## src/rtl/clock_display_rx_pkg.sv

```systemverilog
// ============================================================================
// clock_display_rx_pkg : shared constants for the serial display receiver
// Rev 1.0
// ============================================================================
`default_nettype none

package clock_display_rx_pkg;

  localparam int DEF_N_DIGITS       = 6;
  localparam int DEF_BITS_PER_DIGIT = 8;
  localparam int FRAME_BITS         = DEF_N_DIGITS * DEF_BITS_PER_DIGIT;

  // Segment byte layout {dp,g,f,e,d,c,b,a}, active-high
  localparam logic [7:0] SEG_0 = 8'h3F;
  localparam logic [7:0] SEG_1 = 8'h06;
  localparam logic [7:0] SEG_2 = 8'h5B;
  localparam logic [7:0] SEG_3 = 8'h4F;
  localparam logic [7:0] SEG_4 = 8'h66;
  localparam logic [7:0] SEG_5 = 8'h6D;
  localparam logic [7:0] SEG_6 = 8'h7D;
  localparam logic [7:0] SEG_7 = 8'h07;
  localparam logic [7:0] SEG_8 = 8'h7F;
  localparam logic [7:0] SEG_9 = 8'h6F;

  // Digit indices in transmission order
  localparam int DIG_S_U = 0;
  localparam int DIG_S_T = 1;
  localparam int DIG_M_U = 2;
  localparam int DIG_M_T = 3;
  localparam int DIG_H_U = 4;
  localparam int DIG_H_T = 5;

  localparam logic [7:0] BCD_MS_MAX = 8'h59;
  localparam logic [7:0] BCD_HR_MAX = 8'h23;

endpackage

`default_nettype wire

```

## src/rtl/clock_display_rx_seg7_to_bcd.sv

```systemverilog
// ============================================================================
// seg7_to_bcd : combinational 7-segment pattern to BCD digit with invalid flag
// Rev 1.0
// ============================================================================
`default_nettype none

module seg7_to_bcd
  import clock_display_rx_pkg::*;
(
  input  logic [7:0] i_seg,
  output logic [3:0] o_digit,
  output logic       o_invalid
);

  always_comb begin
    o_digit   = 4'd0;
    o_invalid = 1'b0;
    case (i_seg)
      SEG_0:   o_digit = 4'd0;
      SEG_1:   o_digit = 4'd1;
      SEG_2:   o_digit = 4'd2;
      SEG_3:   o_digit = 4'd3;
      SEG_4:   o_digit = 4'd4;
      SEG_5:   o_digit = 4'd5;
      SEG_6:   o_digit = 4'd6;
      SEG_7:   o_digit = 4'd7;
      SEG_8:   o_digit = 4'd8;
      SEG_9:   o_digit = 4'd9;
      default: o_invalid = 1'b1;
    endcase
  end

endmodule

`default_nettype wire

```

## src/rtl/clock_display_rx.sv

```systemverilog
// ============================================================================
// clock_display_rx : oversampling receiver for the serial 7-segment stream
// Rev 1.0
// ============================================================================
`default_nettype none

module clock_display_rx
  import clock_display_rx_pkg::*;
#(
  parameter int N_DIGITS       = DEF_N_DIGITS,
  parameter int BITS_PER_DIGIT = DEF_BITS_PER_DIGIT,
  parameter int SYNC_STAGES    = 2
) (
  input  logic       i_clk,
  input  logic       i_rst,
  input  logic       i_sr_clk,
  input  logic       i_sr_latch,
  input  logic       i_sr_bit,
  output logic [7:0] o_seconds,
  output logic [7:0] o_minutes,
  output logic [7:0] o_hours,
  output logic       o_valid,
  output logic       o_frame_err
);

  localparam int C_FRAME_BITS = N_DIGITS * BITS_PER_DIGIT;
  localparam int C_CNT_W      = $clog2(C_FRAME_BITS + 2);
  localparam logic [C_CNT_W-1:0] C_CNT_FULL = C_CNT_W'(C_FRAME_BITS);
  localparam logic [C_CNT_W-1:0] C_CNT_OVF  = C_CNT_W'(C_FRAME_BITS + 1);

  logic [SYNC_STAGES-1:0]  r_sclk_sync;
  logic [SYNC_STAGES-1:0]  r_latch_sync;
  logic [SYNC_STAGES-1:0]  r_bit_sync;
  logic                    r_sclk_d;
  logic                    r_latch_d;
  logic [C_FRAME_BITS-1:0] r_sreg;
  logic [C_CNT_W-1:0]      r_cnt;
  logic [7:0]              r_seconds;
  logic [7:0]              r_minutes;
  logic [7:0]              r_hours;
  logic                    r_valid;
  logic                    r_frame_err;

  logic                    w_sclk;
  logic                    w_latch;
  logic                    w_bit;
  logic                    w_sclk_rise;
  logic                    w_latch_rise;
  logic [C_FRAME_BITS-1:0] w_sreg_next;
  logic [C_CNT_W-1:0]      w_cnt_next;
  logic [3:0]              w_dig [N_DIGITS];
  logic [N_DIGITS-1:0]     w_inv;
  logic [7:0]              w_sec;
  logic [7:0]              w_min;
  logic [7:0]              w_hr;
  logic                    w_good;

  assign w_sclk       = r_sclk_sync[SYNC_STAGES-1];
  assign w_latch      = r_latch_sync[SYNC_STAGES-1];
  assign w_bit        = r_bit_sync[SYNC_STAGES-1];
  assign w_sclk_rise  = w_sclk & ~r_sclk_d;
  assign w_latch_rise = w_latch & ~r_latch_d;

  always_ff @(posedge i_clk or posedge i_rst) begin
    if (i_rst) begin
      r_sclk_sync  <= '0;
      r_latch_sync <= '0;
      r_bit_sync   <= '0;
      r_sclk_d     <= 1'b0;
      r_latch_d    <= 1'b0;
    end else begin
      r_sclk_sync  <= {r_sclk_sync[SYNC_STAGES-2:0], i_sr_clk};
      r_latch_sync <= {r_latch_sync[SYNC_STAGES-2:0], i_sr_latch};
      r_bit_sync   <= {r_bit_sync[SYNC_STAGES-2:0], i_sr_bit};
      r_sclk_d     <= w_sclk;
      r_latch_d    <= w_latch;
    end
  end

  // The latch judges the post-shift view so a coincident final clock edge counts.
  always_comb begin
    w_sreg_next = r_sreg;
    w_cnt_next  = r_cnt;
    if (w_sclk_rise) begin
      w_sreg_next = {r_sreg[C_FRAME_BITS-2:0], w_bit};
      if (r_cnt != C_CNT_OVF) begin
        w_cnt_next = r_cnt + 1'b1;
      end
    end
  end

  // First-sent digit ends up in the most significant byte.
  for (genvar k = 0; k < N_DIGITS; k++) begin : g_dec
    seg7_to_bcd u_dec (
      .i_seg     (w_sreg_next[C_FRAME_BITS-1-k*BITS_PER_DIGIT -: BITS_PER_DIGIT]),
      .o_digit   (w_dig[k]),
      .o_invalid (w_inv[k])
    );
  end

  assign w_sec  = {w_dig[DIG_S_T], w_dig[DIG_S_U]};
  assign w_min  = {w_dig[DIG_M_T], w_dig[DIG_M_U]};
  assign w_hr   = {w_dig[DIG_H_T], w_dig[DIG_H_U]};
  assign w_good = (w_cnt_next == C_CNT_FULL) && (w_inv == '0) &&
                  (w_sec <= BCD_MS_MAX) && (w_min <= BCD_MS_MAX) &&
                  (w_hr <= BCD_HR_MAX);

  always_ff @(posedge i_clk or posedge i_rst) begin
    if (i_rst) begin
      r_sreg      <= '0;
      r_cnt       <= '0;
      r_seconds   <= 8'h00;
      r_minutes   <= 8'h00;
      r_hours     <= 8'h00;
      r_valid     <= 1'b0;
      r_frame_err <= 1'b0;
    end else begin
      r_sreg  <= w_sreg_next;
      r_valid <= 1'b0;
      if (w_latch_rise) begin
        r_cnt <= '0;
        if (w_good) begin
          r_seconds   <= w_sec;
          r_minutes   <= w_min;
          r_hours     <= w_hr;
          r_valid     <= 1'b1;
          r_frame_err <= 1'b0;
        end else begin
          r_frame_err <= 1'b1;
        end
      end else begin
        r_cnt <= w_cnt_next;
      end
    end
  end

  assign o_seconds   = r_seconds;
  assign o_minutes   = r_minutes;
  assign o_hours     = r_hours;
  assign o_valid     = r_valid;
  assign o_frame_err = r_frame_err;

endmodule

`default_nettype wire

```

## config.mk

```make
export PLATFORM = sky130hd
export DESIGN_NAME = clock_display_rx
export DESIGN_NICKNAME = d
export VERILOG_FILES = /design/src/rtl/clock_display_rx_pkg.sv /design/src/rtl/clock_display_rx_seg7_to_bcd.sv /design/src/rtl/clock_display_rx.sv
export SDC_FILE = /design/constraint.sdc
export NUM_CORES = 1
export LEC_CHECK = 0
export ABC_AREA = 1
export ABC_CLOCK_PERIOD_IN_PS = 3000
export CAP_MARGIN = 30
export CORE_MARGIN = 1
export CORE_UTILIZATION = 54
export DETAILED_ROUTE_END_ITERATION = 10
export GPL_TIMING_DRIVEN = 0
export PLACE_DENSITY_LB_ADDON = 0.25
export SETUP_SLACK_MARGIN = 0.5
export SLEW_MARGIN = 20
export SYNTH_ARGS = -nofsm -noshare
export SYNTH_HDL_FRONTEND = slang
export SYNTH_SLANG_ARGS = --single-unit
```

## constraint.sdc

```tcl
create_clock -name i_clk -period 3 [get_ports i_clk]
set_input_delay 0.9 -clock i_clk [delete_from_list [all_inputs] [get_ports i_clk]]
set_output_delay 0.9 -clock i_clk [all_outputs]
set_load 0.05 [all_outputs]
```

# After elaboration in Yosys (flattened, before gate mapping)
# Index checks and enable logic that the tools add are counted.
# W data, S select, Z words.
totals:
  wordCells: 113
  register_bits: 88
  out_inout_bits: 26
  inputBits: 5
op_classes:
  bitwise_logic: 4
  add_sub_neg: 1
  reduce_logical: 12
  order_cmp: 3
  muxes: 19
  n_eq_ne: 62
op_table:
  columns: ["operator", "n"]
  rows:
  - ["$eq A8 B7 Y1 const B", 42]
  - ["$pmux W4 S9", 6]
  - ["$eq A8 B3 Y1 const B", 12]
  - ["$reduce_or A10 Y1", 6]
  - ["$eq A8 B6 Y1 const B", 6]
  - ["$mux W48", 1]
  - ["$mux W6", 3]
  - ["$le A8 B7 Y1 const B", 2]
  - ["$mux W1", 9]
  - ["$le A8 B6 Y1 const B", 1]
  - ["$add A6 B1 Y6 const B", 1]
  - ["$eq A6 B6 Y1 const B", 1]
  - ["$logic_not A6 Y1", 1]
  - ["$ne A6 B6 Y1 const B", 1]
  - ["$logic_and A1 B1 Y1", 4]
  - ["$and A1 B1 Y1", 2]
  - ["$not A1 Y1", 2]
  - ["$reduce_and A2 Y1", 1]

# Logic depth before layout (Yosys ltp)
# Gate-level depths: netlist (run 1).
depth:
  depth_word: 13
  ltp_mapped: 21

# Cells and area by module
# From an unflattened synthesis (run 1), not the netlist that was laid out.
hier_totals:
  hier_cells: 752
  hier_area_um2: 5091.1
modules_own_cells:
  columns: ["mod", "seq_area_each_um2", "cells_each", "instances", "area_per_inst_um2"]
  rows:
  - ["clock_display_rx", 2202.1, 422, 1, 3589.7]
  - ["seg7_to_bcd", 0.0, 55, 6, 250.2]

# Least setup slack after synthesis (run 1)
# Ideal clock, no wire load.
synth_timing:
  path_type: "flip-flop to flip-flop"
  start: "reg r_sclk_sync[1]"
  end: "reg r_minutes[4], in the netlist o_minutes[4]"
  setup_time_ns: 0.123
  path_slack_ns: 0.736
  arrival_time_ns: 2.140
  stages_incl_launch_ff: 20
  cell_sequence: "dfrtp_1 buf_4 nand2_4 buf_8 buf_6 nand2_1 nand2_2 nand2_1 nor2_2 nand2_1 nand2_1 a21oi_1 nand2_1 nand2_1 nor2_2 nand4_2 buf_6 buf_6 nand2_1 o21ai_2"
synth_via:
  elab_chain_cells: 11
  elab_cells_between_ends: 91
  classes_between: "3 x order compare; 61 x eq/ne; 14 x mux; 1 x bitwise; 12 x reduce/logical"
synth_rtl:
  columns: ["item", "line_no", "rtl"]
  rows:
  - ["start, declared", "clock_display_rx.sv:31", "logic [SYNC_STAGES-1:0] r_sclk_sync;"]
  - ["start signal, assigned", "clock_display_rx.sv:72", "r_sclk_sync <= {r_sclk_sync[SYNC_STAGES-2:0], i_sr_clk};"]
  - ["$and A1 B1 Y1 *", "clock_display_rx.sv:61", "assign w_sclk_rise = w_sclk & ~r_sclk_d;"]
  - ["branches (longest 10 deep; another with $le A8 B7 Y1)", null, null]
  - ["end signal, assigned", "clock_display_rx.sv:124", "r_minutes <= w_min;"]
  - ["end, declared", "clock_display_rx.sv:39", "logic [7:0] r_minutes;"]
# Every way passes the cells marked *.
# A chain may end at the register's enable or synchronous reset.

# Worst setup path after layout (run 1)
# Ends and elaborated chain as after synthesis.

==> results of run 1 <==
[stage by stage]
step	setup WS [ps]	hold WS [ps]	area, um^2	utilization, %
final	254.9	355.6	6945	75.17
after global routing	155.8	361.6	6945	75.17
after CTS	374.4	359.7	6101	66.03
after detailed placement	98.72	338.9	5643	61.07
after global placement	138.7	332.1	5603	60.64
after floorplan	736.2	331.2	5141	-
[logic make-up (layout without fill, tap and decap cells)]
kind of cell	Yosys count	count (layout)	synth area share, %
AOI/OAI and AO/OA	57	57	7.696
xor gates and xnor gates	1	1	0.1705
adders and majority gates	2	2	0.4870
buffers and inverters	88	171	8.743
DFF	88	88	42.86
and+or+nand+nor	488	488	40.04
[Yosys cell counts, types with 2 or more instances]
library cell / instances / area share [%]
buf_2: 5 / 0.49
dfrtp_1: 88 / 43
buf_6: 10 / 2.2
a21oi_1: 5 / 0.49
inv_2: 2 / 0.15
nor3_1: 4 / 0.39
nand3_1: 54 / 5.3
nor2_1: 105 / 7.7
nand2_1: 279 / 20
nand2_2: 21 / 2.6
buf_8: 2 / 0.58
o21ai_0: 14 / 1.4
nor2_4: 2 / 0.44
nand4_1: 5 / 0.61
buf_4: 4 / 0.58
o21ai_1: 10 / 0.97
nor2_2: 10 / 1.2
o21ai_2: 24 / 4.1
ha_1: 2 / 0.49
nor3_2: 3 / 0.58
inv_1: 64 / 4.7
[cell type report]
type	instances	area share, %
Inverter	66	3.657
Sequential cell	88	31.71
Clock inverter	6	0.9908
Buffer	22	4.774
Tap cell	129	2.324
Multi-Input combinational cell	548	43.24
Timing Repair Buffer	68	11.53
Clock buffer	9	1.783
[layer usage]
metal  global-route usage (%)  share of wire (%)  vias to the layer above
met5                        0                  0                        -
met4                    11.20                4.3                        0
met3                    3.443                6.2                       68
met2                    53.26                 52                      239
met1                    34.32                 37                     2525
li1                         -                  -                     2415
[worst register-to-register path, delay by kind of cell (launching register included)]
family                 cells  cell delay (ps)
and+or+nand+nor           13             1420
AOI/OAI and AO/OA          1               50
DFF                        1              400
buffers and inverters      5              770
[path summary, 6_finish.rpt]
kind                                       endpoint  depth (start not counted)
max                        o_minutes[4]$_DFFE_PP0P_                         19
min                         r_bit_sync[1]$_DFF_PP0_                          0
max reg2reg                o_minutes[4]$_DFFE_PP0P_                         19
min reg2reg                 r_bit_sync[1]$_DFF_PP0_                          0
max in group asynchronous      r_sreg[16]$_DFF_PP0_                          4
min in group asynchronous  r_sclk_sync[1]$_DFF_PP0_                          2
[power by group through the flow]
| stage | clock, W | combinational (W) | sequential (W) |
|---|---|---|---|
| after global placement | 0 | 0.000649 | 0.00143 |
| after floorplan | 0 | 0.000542 | 0.00141 |
| after detailed placement | 0 | 0.000681 | 0.00143 |
| after global routing | 0.000904 | 0.00105 | 0.00145 |
| after CTS | 0.000858 | 0.000731 | 0.00141 |
| final | 0.000864 | 0.000967 | 0.00144 |
[flip-flops by register name, summed over array words and instances, names as in the netlist]
| name | count |
|---|---|
| o_frame_err | 1 |
| o_hours | 8 |
| o_minutes | 8 |
| o_seconds | 8 |
| o_valid | 1 |
| r_bit_sync | 2 |
| r_cnt | 6 |
| r_latch_d | 1 |
| r_latch_sync | 2 |
| r_sclk_d | 1 |
| r_sclk_sync | 2 |
| r_sreg | 48 |
[placed cells by master (no fill, tap or decap), drive strengths merged, types with 2 or more instances in the layout]
cell,synthesis,layout
nand2,301,301
nor2,117,117
dfrtp,88,88
inv,66,66
nand3,55,55
o21ai,49,49
buf,21,48
clkdlybuf4s50,0,30
clkbuf,1,21
nor3,7,7
nand4,6,6
a21oi,5,5
clkinvlp,0,4
ha,2,2
[what timing repair did]
action                     4_1_cts  5_1_grt
pin swaps                        6       47
buffers inserted                10       16
gates resized for setup         43      143
gates cloned                     1        9
setup endpoints to repair       26       26
==> results.py, run 1 <==
metrics = {
    "power_and_ir_drop": {
        "switching_share_pct": 37.42,
        "power_frac_clock_pct": 26.4,
        "power_density_mw_per_mm2": 470.4,
        "ir_drop_mv": 0.2888,
        "switchingPower_w": 0.001222,
        "p_seq_share_pct": 44.0,
        "p_total_w": 0.003267,
        "p_int_w": 0.002044,
        "p_comb_share_pct": 29.6,
        "p_leak_nw": 3.387,
    },
    "clocking": {
        "cts.path.max_buffers": 2,
        "clk_latency_ps": 380,
        "postCtsHoldBufs": 0,
        "h-tree-depth": 3,
        "cts_root_buffer": "clkbuf_8",
        "cts_buffers": 9,
        "cts_sinks": 88,
        "cts_tree": "yes",
        "cts.clk_slew.worst_paths_ps": 100,
    },
    "timing": {
        "min_period_ps": 2745,
        "hold_viol": 0,
        "slew_headroom_pct": 51.78,
        "final-max-slew-violation-count": 0,
        "final.period_utilization_pct": 91.50,
        "setup_tns_ps": 0,
        "setup_viol": 0,
        "rsz0062_at_grt": "yes",
        "tightest_slew_ps": 721.8,
        "fin_worst_skew_ps": 18.84,
        "fmax_mhz": 364.3,
    },
    "finish": {
        "final_cells": 936,
        "fill_cells": 617,
        "multiInputGateArea_mm2": 0.003003,
        "area_delta_synth_final_pct": 35.19,
        "seqCellArea_mm2": 0.002202,
        "n_antenna_cell": 0,
        "drive_gt1_share_pct": 29.62,
        "fin_nets": 810,
    },
    "worst_setup_path": {
        "cpLargestDelayFamily": "simple AND/OR/NAND/NOR gates",
        "cp.arrival_ps": 3010,
        "slowest_stage": "dfrtp_1",
        "rrSetupSlack_ps": 250,
        "worstSetupStartpointType": "flop",
        "crit_path_cell_trace": "buf_6, nand2_8, buf_12, buf_12, nand2_1, nand2_2, nand3_2, nor2_4, nand2_1, nand2_2, nor2_1, nand3_1, nand2_1, nor2_4, nand4_4, buf_8, clkbuf_16, nand2_4, o21ai_2",
        "max_stage_delay_ps": 400,
        "crit_buf_inv": 5,
        "worstSetupStartpoint": "r_sclk_sync[1]$_DFF_PP0_",
        "required_ps": 3270,
        "cpMostUsedCell": "nand2_1",
        "worstReg2RegStart": "r_sclk_sync[1]$_DFF_PP0_",
        "crit_type": "flop to flop",
        "cp-end-kind": "flop",
        "path_max_fanout": 7,
    },
    "yosys": {
        "syn_avg_cell_area_um2": 7.096,
        "ys.flop_type": "dfrtp_1",
        "ys_seq_elements": 88,
        "synth_edf_count": 0,
        "synthesis.area_mm2": 0.005137,
        "syn_nets": 731,
        "postSynth.asyncResetShare_pct": 100.0,
        "ys_warn_count": 0,
        "synth_cell_types": 32,
        "synthCells": 724,
        "yosysSeqAreaShare_pct": 42.86,
    },
    "floorplan": {
        "core_mm2": 0.009240,
        "die_area_mm2": 0.009908,
        "die_y_um": 99.54,
        "rows": 35,
        "ios": 31,
        "die_w_um": 99.54,
        "start_util_pct": 55.60,
    },
    "route": {
        "via_per_inst": 5.606,
        "drc": 0,
        "vias": 5247,
        "drt_wl_total_um": 15720,
        "postRouteAntennaNets": 0,
        "drt_iter0_markers": 322,
        "drt-pass1-iter-count": 5,
        "routedWlPerCell_um": 16.79,
    },
    "global_routing": {
        "grt_pass1_vias": 4916,
        "overflow": 0,
        "antenna_found_initial": 0,
        "grt_pass1_wl_um": 22520,
        "grt_usage_pct": 28.90,
        "grt_max_degree": 32,
    },
    "job": {
        "cap_violations": 0,
    },
    "place": {
        "placedCellCount": 885,
        "gp_congestion": 0.9446,
        "dp_hpwl_um": 9263,
        "port_buffers": 30,
    },
    "min_path": {
        "hp-class": "flop to flop",
        "min-delay-start": "r_bit_sync[0]$_DFF_PP0_",
    },
    "outcome": {
        "status": "finished, final reports clean",
    },
}
Power figures use the tool's default switching activity.
==> run 2: changes to the inputs <==
- PLACE_DENSITY_LB_ADDON: 0.25 -> 0.15
==> run 2 against run 1 <==
  * First-iteration DRC count is 9.3% higher
  * Largest power group unchanged
  * Register-to-register slack better by 50 ps
  * Total power is 3.2% lower
  * Critical endpoint is now o_minutes[5]$_DFFE_PP0P_
  * Maximum frequency is 1.7% higher
  * Highest routed layer unchanged
  * Worst hold slack better by 5.9 ps
  * Routed wire length is 12% lower
  * Core utilization is 3.5 points lower
  * Clock power is 0.9% higher
==> results.py, run 2 (same netlist as run 1, synthesis figures left out) <==
metrics = {
    "place": {
        "dpl_worst_slack_ps": 140.5,
        "port_buffers": 30,
        "dp_hpwl_um": 8899,
        "gp_congestion": 0.8826,
    },
    "power_and_ir_drop": {
        "ir_drop_mv": 0.3633,
        "power_frac_clock_pct": 27.6,
        "p_total_w": 0.003163,
        "p_int_w": 0.002032,
        "switchingPower_w": 0.001131,
        "switching_share_pct": 35.77,
        "p_leak_nw": 3.205,
        "power_density_mw_per_mm2": 477.4,
        "p_comb_share_pct": 27.4,
        "p_seq_share_pct": 45.1,
    },
    "timing": {
        "tightest_slew_ps": 665.8,
        "fmax_mhz": 370.6,
        "final-max-slew-violation-count": 0,
        "fin_ws_ps": 301.6,
        "setup_tns_ps": 0,
        "hold_viol": 0,
        "slew_headroom_pct": 55.52,
        "rsz0062_at_grt": "yes",
        "min_period_ps": 2698,
        "final.period_utilization_pct": 89.95,
        "fin_worst_skew_ps": 11.02,
        "hold_ws_ps": 361.5,
        "setup_viol": 0,
    },
    "route": {
        "wl_met3_um": 698,
        "vias": 5007,
        "via_per_inst": 5.390,
        "drt-pass1-iter-count": 5,
        "routed-wl-met2_um": 6800,
        "drc": 0,
        "drt_iter0_markers": 352,
        "routedWlPerCell_um": 14.83,
        "top_layer_used": "met4",
        "wl_met1_um": 5778,
        "postRouteAntennaNets": 0,
        "drt_wl_total_um": 13770,
    },
    "floorplan": {
        "die_y_um": 99.54,
        "core_mm2": 0.009240,
        "rows": 35,
        "ios": 31,
        "start_util_pct": 55.60,
        "die_w_um": 99.54,
        "die_area_mm2": 0.009908,
    },
    "finish": {
        "fin_util_pct": 71.71,
        "drive_gt1_share_pct": 26.25,
        "n_antenna_cell": 0,
        "top_register": "r_sreg",
        "largest_reg_flops": 48,
        "fin_nets": 802,
        "area_delta_synth_final_pct": 28.98,
        "final_common_cell": "nand2_1",
        "final_cell_mix": "nand2_1 (233), nor2_1 (88), dfrtp_1 (88)",
    },
    "global_routing": {
        "overflow": 0,
        "grt_pass1_vias": 4512,
        "grt_usage_pct": 27.04,
        "grt_max_degree": 34,
        "grt_pass1_wl_um": 20680,
        "antenna_found_initial": 0,
    },
    "worst_setup_path": {
        "worstSetupStartpoint": "r_sclk_d$_DFF_PP0_",
        "required_ps": 3250,
        "cp-end-kind": "flop",
        "r2r_cells": 19,
        "path_max_fanout": 10,
        "worstReg2RegStart": "r_sclk_d$_DFF_PP0_",
        "worstSetupStartpointType": "flop",
        "reg2reg_to": "o_minutes[5]$_DFFE_PP0P_",
        "cp-endpoint": "o_minutes[5]$_DFFE_PP0P_",
        "cp.arrival_ps": 2950,
        "crit_type": "flop to flop",
        "rrSetupSlack_ps": 300,
    },
    "clocking": {
        "cts.clk_slew.worst_paths_ps": 100,
        "cts.path.max_buffers": 2,
        "cts_buffers": 9,
        "cts_sinks": 88,
        "cts_root_buffer": "clkbuf_8",
        "h-tree-depth": 3,
        "clk_latency_ps": 360,
        "postCtsHoldBufs": 0,
        "cts_tree": "yes",
    },
    "outcome": {
        "status": "finished, final reports clean",
    },
    "job": {
        "cap_violations": 0,
    },
    "min_path": {
        "hp-class": "flop to flop",
        "hold_depth": 0,
    },
}
[run 2: cell types whose count changed in the layout (fill, tap and decap cells not counted), moves of 5 or more]
cell	previous run	this run
clkbuf_16	10	4
nand2_2	50	55
nand2_4	30	12
nand2_1	220	233
buf_4	26	21
nor2_2	24	19
[run 2: critical path: stages (launching register included)]
cell and delay (ps):
dfrtp_1 450, inv_4 140, nand2_8 80, buf_12 150, buf_12 150, nand2_1 70
nand2_2 70, nand2_2 110, buf_4 110, nor2_1 30, nand2_1 50, nand2_1 80
nor2_2 190, nor2_1 100, nor2_2 210, nand4_4 150, buf_8 190, buf_8 140
nand2_1 50, o21ai_1 60
[run 2: power groups by stage]
stage	logic [W]	clock network [W]	registers (W)
finish	0.000866	0.000872	0.00143
global route	0.000958	0.000922	0.00144
CTS	0.000713	0.000881	0.00141
detailed placement	0.000676	0	0.00143
global placement	0.000650	0	0.00143
floorplan	0.000542	0	0.00141
[run 2: final cells by class]
class / instances / area (um^2)
Buffer: 22 / 316.6
Clock buffer: 10 / 137.6
Clock inverter: 6 / 67.56
Fill cell: 689 / 2614
Inverter: 66 / 254.0
Multi-Input combinational cell: 548 / 2845
Sequential cell: 88 / 2202
Tap cell: 129 / 161.4
Timing Repair Buffer: 60 / 641.9
[run 2: layer usage]
layer | GRT usage [%] | up-vias
li1 | - | 2405
met1 | 33.81 | 2406
met2 | 46.90 | 155
met3 | 4.849 | 41
met4 | 10.07 | 0
met5 | 0 | -
[run 2: stage by stage]
step	instance area (um^2)	cells
floorplan	5141	724
global placement	5603	883
detailed placement	5643	885
CTS	6013	907
global route	6626	929
finish	6626	929
[run 2: worst min-delay path by stage]
stage / to / startpoint
after global routing: r_sclk_sync[1]$_DFF_PP0_ / r_sclk_sync[0]$_DFF_PP0_
final: r_bit_sync[1]$_DFF_PP0_ / r_bit_sync[0]$_DFF_PP0_
after CTS: r_sclk_sync[1]$_DFF_PP0_ / r_sclk_sync[0]$_DFF_PP0_
after global placement: r_sclk_sync[1]$_DFF_PP0_ / r_sclk_sync[0]$_DFF_PP0_
after detailed placement: r_latch_sync[1]$_DFF_PP0_ / r_latch_sync[0]$_DFF_PP0_
after floorplan: r_bit_sync[1]$_DFF_PP0_ / r_bit_sync[0]$_DFF_PP0_
[run 2: repair_timing]
action / CTS / global route
buffers inserted: 5 / 16
pin swaps: 5 / 29
cloned: 1 / 6
setup endpoints to repair: 26 / 26
gates resized for setup: 34 / 110
